**src/rtl/scmp_microcode_pak.sv**
```systemverilog
// Shared types for the SC/MP multi-cycle ALU: operation select and control states.
package scmp_microcode_pak;

    typedef enum logic [3:0] {
        OP_AND,
        OP_OR,
        OP_XOR,
        OP_ADD,
        OP_DAD,
        OP_RRL,
        OP_INC,
        OP_DEC,
        OP_NUL,
        OP_MUL,
        OP_DIV
    } ALU_MC_OP_t;

    typedef enum logic [1:0] {
        ST_IDLE,
        ST_RUN,
        ST_FIN
    } ALU_MC_STATE_t;

    // Divide by zero short-circuits to a single-cycle result.
    function automatic logic is_multi_cycle(input ALU_MC_OP_t op, input logic b_zero);
        return (op == OP_MUL) || ((op == OP_DIV) && !b_zero);
    endfunction

endpackage

```
**src/rtl/scmp_bcd_digit.sv**
```systemverilog
// One BCD digit adder: binary sum of two digits plus carry, +6 correction above 9.
module scmp_bcd_digit (
    input  logic [3:0] i_a,
    input  logic [3:0] i_b,
    input  logic       i_c,
    output logic [3:0] o_sum,
    output logic       o_c
);

    logic [4:0] w_bin;
    logic [3:0] w_adj;

    always_comb begin
        w_bin = {1'b0, i_a} + {1'b0, i_b} + {4'd0, i_c};
        w_adj = w_bin[3:0] + 4'd6;
        o_c   = (w_bin > 5'd9);
        o_sum = o_c ? w_adj : w_bin[3:0];
    end

endmodule

```
**src/rtl/scmp_alu_mc.sv**
```systemverilog
// SC/MP-style ALU: single-cycle logic/arith/BCD ops plus bit-serial unsigned MUL and DIV.
module scmp_alu_mc
    import scmp_microcode_pak::*;
#(
    parameter int W      = 8,
    parameter int DIGITS = W/4
)(
    input  logic         clk_i,
    input  logic         rst_i,
    input  logic         start_i,
    input  ALU_MC_OP_t   op_i,
    input  logic [W-1:0] A_i,
    input  logic [W-1:0] B_i,
    input  logic         Cy_i,
    input  logic         Ov_i,
    output logic         busy_o,
    output logic         done_o,
    output logic [W-1:0] res_o,
    output logic [W-1:0] ext_o,
    output logic         Cy_o,
    output logic         HCy_o,
    output logic         Ov_o,
    output logic         divz_o
);

    localparam int CW = $clog2(W);

    ALU_MC_STATE_t r_state;
    ALU_MC_STATE_t w_state_next;
    logic          w_accept;
    logic          w_last;
    logic          w_b_zero;
    logic          w_multi;

    ALU_MC_OP_t    r_op;
    logic [W-1:0]  r_a;
    logic [W-1:0]  r_b;
    logic          r_cy_in;
    logic          r_ov_in;
    logic [W-1:0]  r_hi;
    logic [W-1:0]  r_lo;
    logic [CW-1:0] r_cnt;

    logic          r_busy;
    logic          r_done;
    logic [W-1:0]  r_res;
    logic [W-1:0]  r_ext;
    logic          r_cy;
    logic          r_hcy;
    logic          r_ov;
    logic          r_divz;

    logic [W:0]    w_add;
    logic [W:0]    w_inc;
    logic [W:0]    w_dec;
    logic [W-1:0]  w_dad;
    logic [DIGITS:0] w_dc;

    logic [W-1:0]  w_sc_res;
    logic [W-1:0]  w_sc_ext;
    logic          w_sc_cy;
    logic          w_sc_hcy;
    logic          w_sc_ov;
    logic          w_sc_divz;

    logic [W:0]    w_mul_sum;
    logic [W:0]    w_div_shift;
    logic [W-1:0]  w_div_diff;
    logic          w_div_ge;
    logic [W-1:0]  w_step_hi;
    logic [W-1:0]  w_step_lo;

    assign w_b_zero = (B_i == '0);
    assign w_multi  = is_multi_cycle(op_i, w_b_zero);

    assign w_add = (W+1)'(A_i) + (W+1)'(B_i) + (W+1)'(Cy_i);
    assign w_inc = (W+1)'(A_i) + (W+1)'(1);
    assign w_dec = (W+1)'(A_i) - (W+1)'(1);

    // Decimal adder: digit carries ripple from Cy_i upward.
    assign w_dc[0] = Cy_i;
    generate
        genvar gi;
        for (gi = 0; gi < DIGITS; gi++) begin : g_bcd
            scmp_bcd_digit u_digit (
                .i_a   (A_i[4*gi +: 4]),
                .i_b   (B_i[4*gi +: 4]),
                .i_c   (w_dc[gi]),
                .o_sum (w_dad[4*gi +: 4]),
                .o_c   (w_dc[gi+1])
            );
        end
    endgenerate

    always_comb begin
        w_sc_res  = '0;
        w_sc_ext  = '0;
        w_sc_cy   = Cy_i;
        w_sc_hcy  = 1'b0;
        w_sc_ov   = Ov_i;
        w_sc_divz = 1'b0;
        case (op_i)
            OP_AND: w_sc_res = A_i & B_i;
            OP_OR:  w_sc_res = A_i | B_i;
            OP_XOR: w_sc_res = A_i ^ B_i;
            OP_ADD: begin
                w_sc_res = w_add[W-1:0];
                w_sc_cy  = w_add[W];
                // Carry into bit 4 recovered from the full sum.
                w_sc_hcy = w_add[4] ^ A_i[4] ^ B_i[4];
                w_sc_ov  = (A_i[W-1] == B_i[W-1]) && (w_add[W-1] != A_i[W-1]);
            end
            OP_DAD: begin
                w_sc_res = w_dad;
                w_sc_cy  = w_dc[DIGITS];
                w_sc_hcy = w_dc[1];
            end
            OP_RRL: begin
                w_sc_res = {Cy_i, A_i[W-1:1]};
                w_sc_cy  = A_i[0];
            end
            OP_INC: begin
                w_sc_res = w_inc[W-1:0];
                w_sc_cy  = w_inc[W];
            end
            OP_DEC: begin
                w_sc_res = w_dec[W-1:0];
                w_sc_cy  = w_dec[W];
            end
            OP_NUL: w_sc_res = B_i;
            OP_DIV: begin
                w_sc_res  = '1;
                w_sc_ext  = A_i;
                w_sc_divz = 1'b1;
            end
            default: ;
        endcase
    end

    // One iteration of shift-add multiply or restoring divide on {r_hi, r_lo}.
    assign w_mul_sum   = (W+1)'(r_hi) + (r_lo[0] ? (W+1)'(r_a) : (W+1)'(0));
    assign w_div_shift = {r_hi, r_lo[W-1]};
    assign w_div_ge    = (w_div_shift >= (W+1)'(r_b));
    assign w_div_diff  = w_div_shift[W-1:0] - r_b;

    always_comb begin
        w_step_hi = r_hi;
        w_step_lo = r_lo;
        if (r_op == OP_MUL) begin
            w_step_hi = w_mul_sum[W:1];
            w_step_lo = {w_mul_sum[0], r_lo[W-1:1]};
        end else begin
            w_step_hi = w_div_ge ? w_div_diff : w_div_shift[W-1:0];
            w_step_lo = {r_lo[W-2:0], w_div_ge};
        end
    end

    always_ff @(posedge clk_i or posedge rst_i) begin
        if (rst_i) begin
            r_state <= ST_IDLE;
        end else begin
            r_state <= w_state_next;
        end
    end

    always_comb begin
        w_state_next = r_state;
        w_accept     = 1'b0;
        w_last       = 1'b0;
        case (r_state)
            ST_IDLE: begin
                if (start_i) begin
                    w_accept     = 1'b1;
                    w_state_next = w_multi ? ST_RUN : ST_FIN;
                end
            end
            ST_RUN: begin
                if (r_cnt == '0) begin
                    w_last       = 1'b1;
                    w_state_next = ST_FIN;
                end
            end
            ST_FIN:  w_state_next = ST_IDLE;
            default: w_state_next = ST_IDLE;
        endcase
    end

    always_ff @(posedge clk_i or posedge rst_i) begin
        if (rst_i) begin
            r_op    <= OP_AND;
            r_a     <= '0;
            r_b     <= '0;
            r_cy_in <= 1'b0;
            r_ov_in <= 1'b0;
            r_hi    <= '0;
            r_lo    <= '0;
            r_cnt   <= '0;
            r_busy  <= 1'b0;
            r_done  <= 1'b0;
            r_res   <= '0;
            r_ext   <= '0;
            r_cy    <= 1'b0;
            r_hcy   <= 1'b0;
            r_ov    <= 1'b0;
            r_divz  <= 1'b0;
        end else begin
            r_busy <= (w_state_next == ST_RUN);
            r_done <= (w_state_next == ST_FIN);
            if (w_accept) begin
                r_op    <= op_i;
                r_a     <= A_i;
                r_b     <= B_i;
                r_cy_in <= Cy_i;
                r_ov_in <= Ov_i;
                r_hi    <= '0;
                r_lo    <= (op_i == OP_MUL) ? B_i : A_i;
                r_cnt   <= CW'(W-1);
                if (!w_multi) begin
                    r_res  <= w_sc_res;
                    r_ext  <= w_sc_ext;
                    r_cy   <= w_sc_cy;
                    r_hcy  <= w_sc_hcy;
                    r_ov   <= w_sc_ov;
                    r_divz <= w_sc_divz;
                end
            end else if (r_state == ST_RUN) begin
                r_hi  <= w_step_hi;
                r_lo  <= w_step_lo;
                r_cnt <= r_cnt - CW'(1);
                if (w_last) begin
                    r_res  <= w_step_lo;
                    r_ext  <= w_step_hi;
                    r_cy   <= (r_op == OP_MUL) ? (w_step_hi != '0) : r_cy_in;
                    r_hcy  <= 1'b0;
                    r_ov   <= r_ov_in;
                    r_divz <= 1'b0;
                end
            end
        end
    end

    assign busy_o = r_busy;
    assign done_o = r_done;
    assign res_o  = r_res;
    assign ext_o  = r_ext;
    assign Cy_o   = r_cy;
    assign HCy_o  = r_hcy;
    assign Ov_o   = r_ov;
    assign divz_o = r_divz;

endmodule

```
**config.mk**
```make
export PLATFORM = sky130hd
export DESIGN_NAME = scmp_alu_mc
export DESIGN_NICKNAME = d
export VERILOG_FILES = /design/src/rtl/scmp_microcode_pak.sv /design/src/rtl/scmp_bcd_digit.sv /design/src/rtl/scmp_alu_mc.sv
export SDC_FILE = /design/constraint.sdc
export NUM_CORES = 1
export LEC_CHECK = 0
export CAP_MARGIN = 20
export CORE_UTILIZATION = 35
export CTS_BUF_LIST = sky130_fd_sc_hd__clkbuf_2
export CTS_CLUSTER_SIZE = 16
export DETAILED_ROUTE_END_ITERATION = 10
export PLACE_DENSITY_LB_ADDON = 0.25
export SLEW_MARGIN = 30
export SYNTH_ARGS = -nofsm -noshare
export SYNTH_HDL_FRONTEND = slang
export SYNTH_SLANG_ARGS = --single-unit
```
**constraint.sdc**
```tcl
create_clock -name clk_i -period 5.45 [get_ports clk_i]
set_input_delay 1.09 -clock clk_i [delete_from_list [all_inputs] [get_ports clk_i]]
set_output_delay 1.09 -clock clk_i [all_outputs]
set_load 0.01 [all_outputs]
```
==> qor.txt <==
status = finished clean
core box area = 15300 um^2
netlist area before placement = 5480 um^2
leading area contributor after synthesis = dfrtp_1
Setup Skew = 0.0308 ns
Hold Crit Depth = 2
Max-Cap Viols = 0
antenna violations before repair = 1
initial detailed-routing violation count = 575
upper clock frequency limit = 194 MHz
CTS Hold Buffers Added = 0
# DRC = 0
area grow syn2layout = 17.6%
share of layout cells above drive strength 1 = 0.0973
Final Util = 0.423
cells after synthesis = 683
# clock sinks = 65
Die H = 127 um
clk slew on worst S/H paths = 0.21 ns
Worst Reg-to-Reg Cells = 9
Seq/Total Area, Yosys = 0.297
Synth Area per Inst = 8.03 um^2
Final Cycle Share = 0.945
Post-synth EDFFs = 0
Final HPWL DP = 14000 um
synth cell count leaders = nand2_1, dfrtp_1, o21ai_0
Final Hold Fails = 0
CTS tree = built
Via Count = 5415
flop2flop setup slack = 1.96 ns
routability cong. = 0.925
Sum Neg Setup Slack = 0 ns
Top FF cell, synth = dfrtp_1
Die Span X = 127 um
unrepaired setup endpoints after global routing = no
Worst-Skew Late Latency = 0.52 ns
final hold slack = 0.503 ns
remaining antenna violation count = 0
first-pass GRT wire length = 29000 um
Critical Path AT = 5.59 ns
Worst setup EP type = register
cell row count = 45
H-Tree Depth = 3
top-count cell post-synth = nand2_1
# IOs = 47
final slew viol count = 0
GRT Residual Overflow = 0
FFs w/ async S/R, synth = 1.00
Crit Path Max Fanout = 4
CTS Root Cell = clkbuf_2
Initial DRT Pass Iterations = 7
Power per Cell Area = 425 nW/um^2
Yosys warnings = 0
Pleak = 2.83 nW
vias in the first global route = 5271
Worst-Margin Slew = 0.762 ns
top cell type's share of synthesized area = 0.297
FF+latch count, synth = 65
Req. time, crit path = 5.89 ns
largest net degree at the start of global routing = 59
Hold WC Path Type = reg -> reg
Post-Route WL = 18400 um
post_cts resized = 0
clk buf depth = 2
number of buffers created by CTS = 9
final setup vio count = 0
maximum vdd drop = 0.157 mV
Port Buffers = 46
Starting Density = 0.359
Mapped Nets = 751
total track usage = 0.233
CP Class = in -> reg
die area = 16200 um^2
relative slew slack = 0.490
Synth cell types = 67
Layout Nets = 803
Via density = 5.69
top cells by area, synth = dfrtp_1, ha_1, o21ai_0
postcts setup bufs = 0
DR WL/cell = 19.3 um
Startpoint Class = primary input
Final min period = 5.15 ns
[per-stage QoR]
stage          area [um^2]  cells  setup WS (ns)  power, mW
2_1_floorplan         5480    683          0.271       1.91
3_5_place_dp          6350    935         -0.274       2.48
5_1_grt               6450    952         0.0340       2.97
3_3_place_gp          6350    935         -0.198       2.45
6_report              6450    952          0.299       2.74
4_1_cts               6430    951          0.310       2.74
[routing by layer]
metal / track usage / vias up / routed length [um]
met4: 0.0819 / 0 / 424
met1: 0.317 / 2621 / 8350
met5: 0 / - / 0
li1: - / 2561 / -
met3: 0.0318 / 31 / 1020
met2: 0.378 / 202 / 8560
[cells by family (layout without fill, tap and decap cells)]
family | after synthesis | count (layout) | share of synthesized area
AND/OR/NAND/NOR | 218 | 218 | 0.186
flip-flops | 65 | 65 | 0.297
adder cells (fa/ha/maj) | 44 | 44 | 0.107
XOR/XNOR | 27 | 27 | 0.0445
AO/OA/AOI/OAI | 216 | 216 | 0.262
buffers and inverters | 91 | 148 | 0.0641
other | 0 | 1 | 0
multiplexers | 22 | 22 | 0.0402
[sequential cells by signal, summed over array words and instances (netlist names)]
register and cells:
ext_o 8, r_a 8, r_b 8, r_hi 8, r_lo 8, res_o 8
r_op 4, r_cnt 3, r_state 2, Cy_o 1, HCy_o 1, Ov_o 1
busy_o 1, divz_o 1, done_o 1, r_cy_in 1, r_ov_in 1
[final cells by class]
class | instances | area [um^2]
fill | 1566 | 8810
sequential | 65 | 1630
tap | 211 | 264
timing repair buffer | 86 | 761
clock inverter | 6 | 35.0
inverter | 46 | 173
clock buffer | 10 | 50.0
antenna | 1 | 2.50
multi-input combinational | 527 | 3540
[final timing paths]
path / end / start
min in group asynchronous: r_a[7] / rst_i
worst max-delay path: res_o[7] / A_i[0]
worst max register to register: Cy_o / r_hi[5]
max in group asynchronous: done_o / rst_i
worst min-delay path: r_ov_in / r_ov_in
worst min register to register: r_ov_in / r_ov_in
[worst max-delay path: stages]
cell             delay (ns)
clkdlybuf4s50_1        0.47
fa_1                   0.47
a21o_1                 0.19
xnor2_1                0.18
nand2_1                0.10
maj3_1                 0.36
nor2_1                 0.22
fa_1                   0.24
inv_1                  0.06
fa_1                   0.43
xnor2_2                0.25
ha_1                   0.22
a22oi_1                0.11
a32o_1                 0.30
a211oi_4               0.32
nor2_1                 0.10
xor2_1                 0.15
a211oi_1               0.23
a21oi_1                0.09
[where the power goes]
group          internal [mW]  total [mW]  switching, mW  leakage [nW]
combinational          0.729        1.68          0.949          1.97
sequential             0.667       0.818          0.151         0.798
clock                 0.0587       0.248          0.189        0.0591
[cell usage in the layout, fill, tap and decap left out, types with 10 or more instances in the layout]
master / n
a21oi_1: 38
a31oi_1: 11
and2_1: 10
and3_1: 10
buf_4: 40
clkbuf_2: 10
clkdlybuf4s50_1: 46
dfrtp_1: 65
ha_1: 38
inv_1: 44
mux2i_1: 22
nand2_1: 69
nand3_1: 22
nor2_1: 57
nor3_1: 17
o211ai_1: 16
o21ai_0: 65
xnor2_1: 15
xor2_1: 11
No activity file was read; power rests on OpenSTA's default activity.
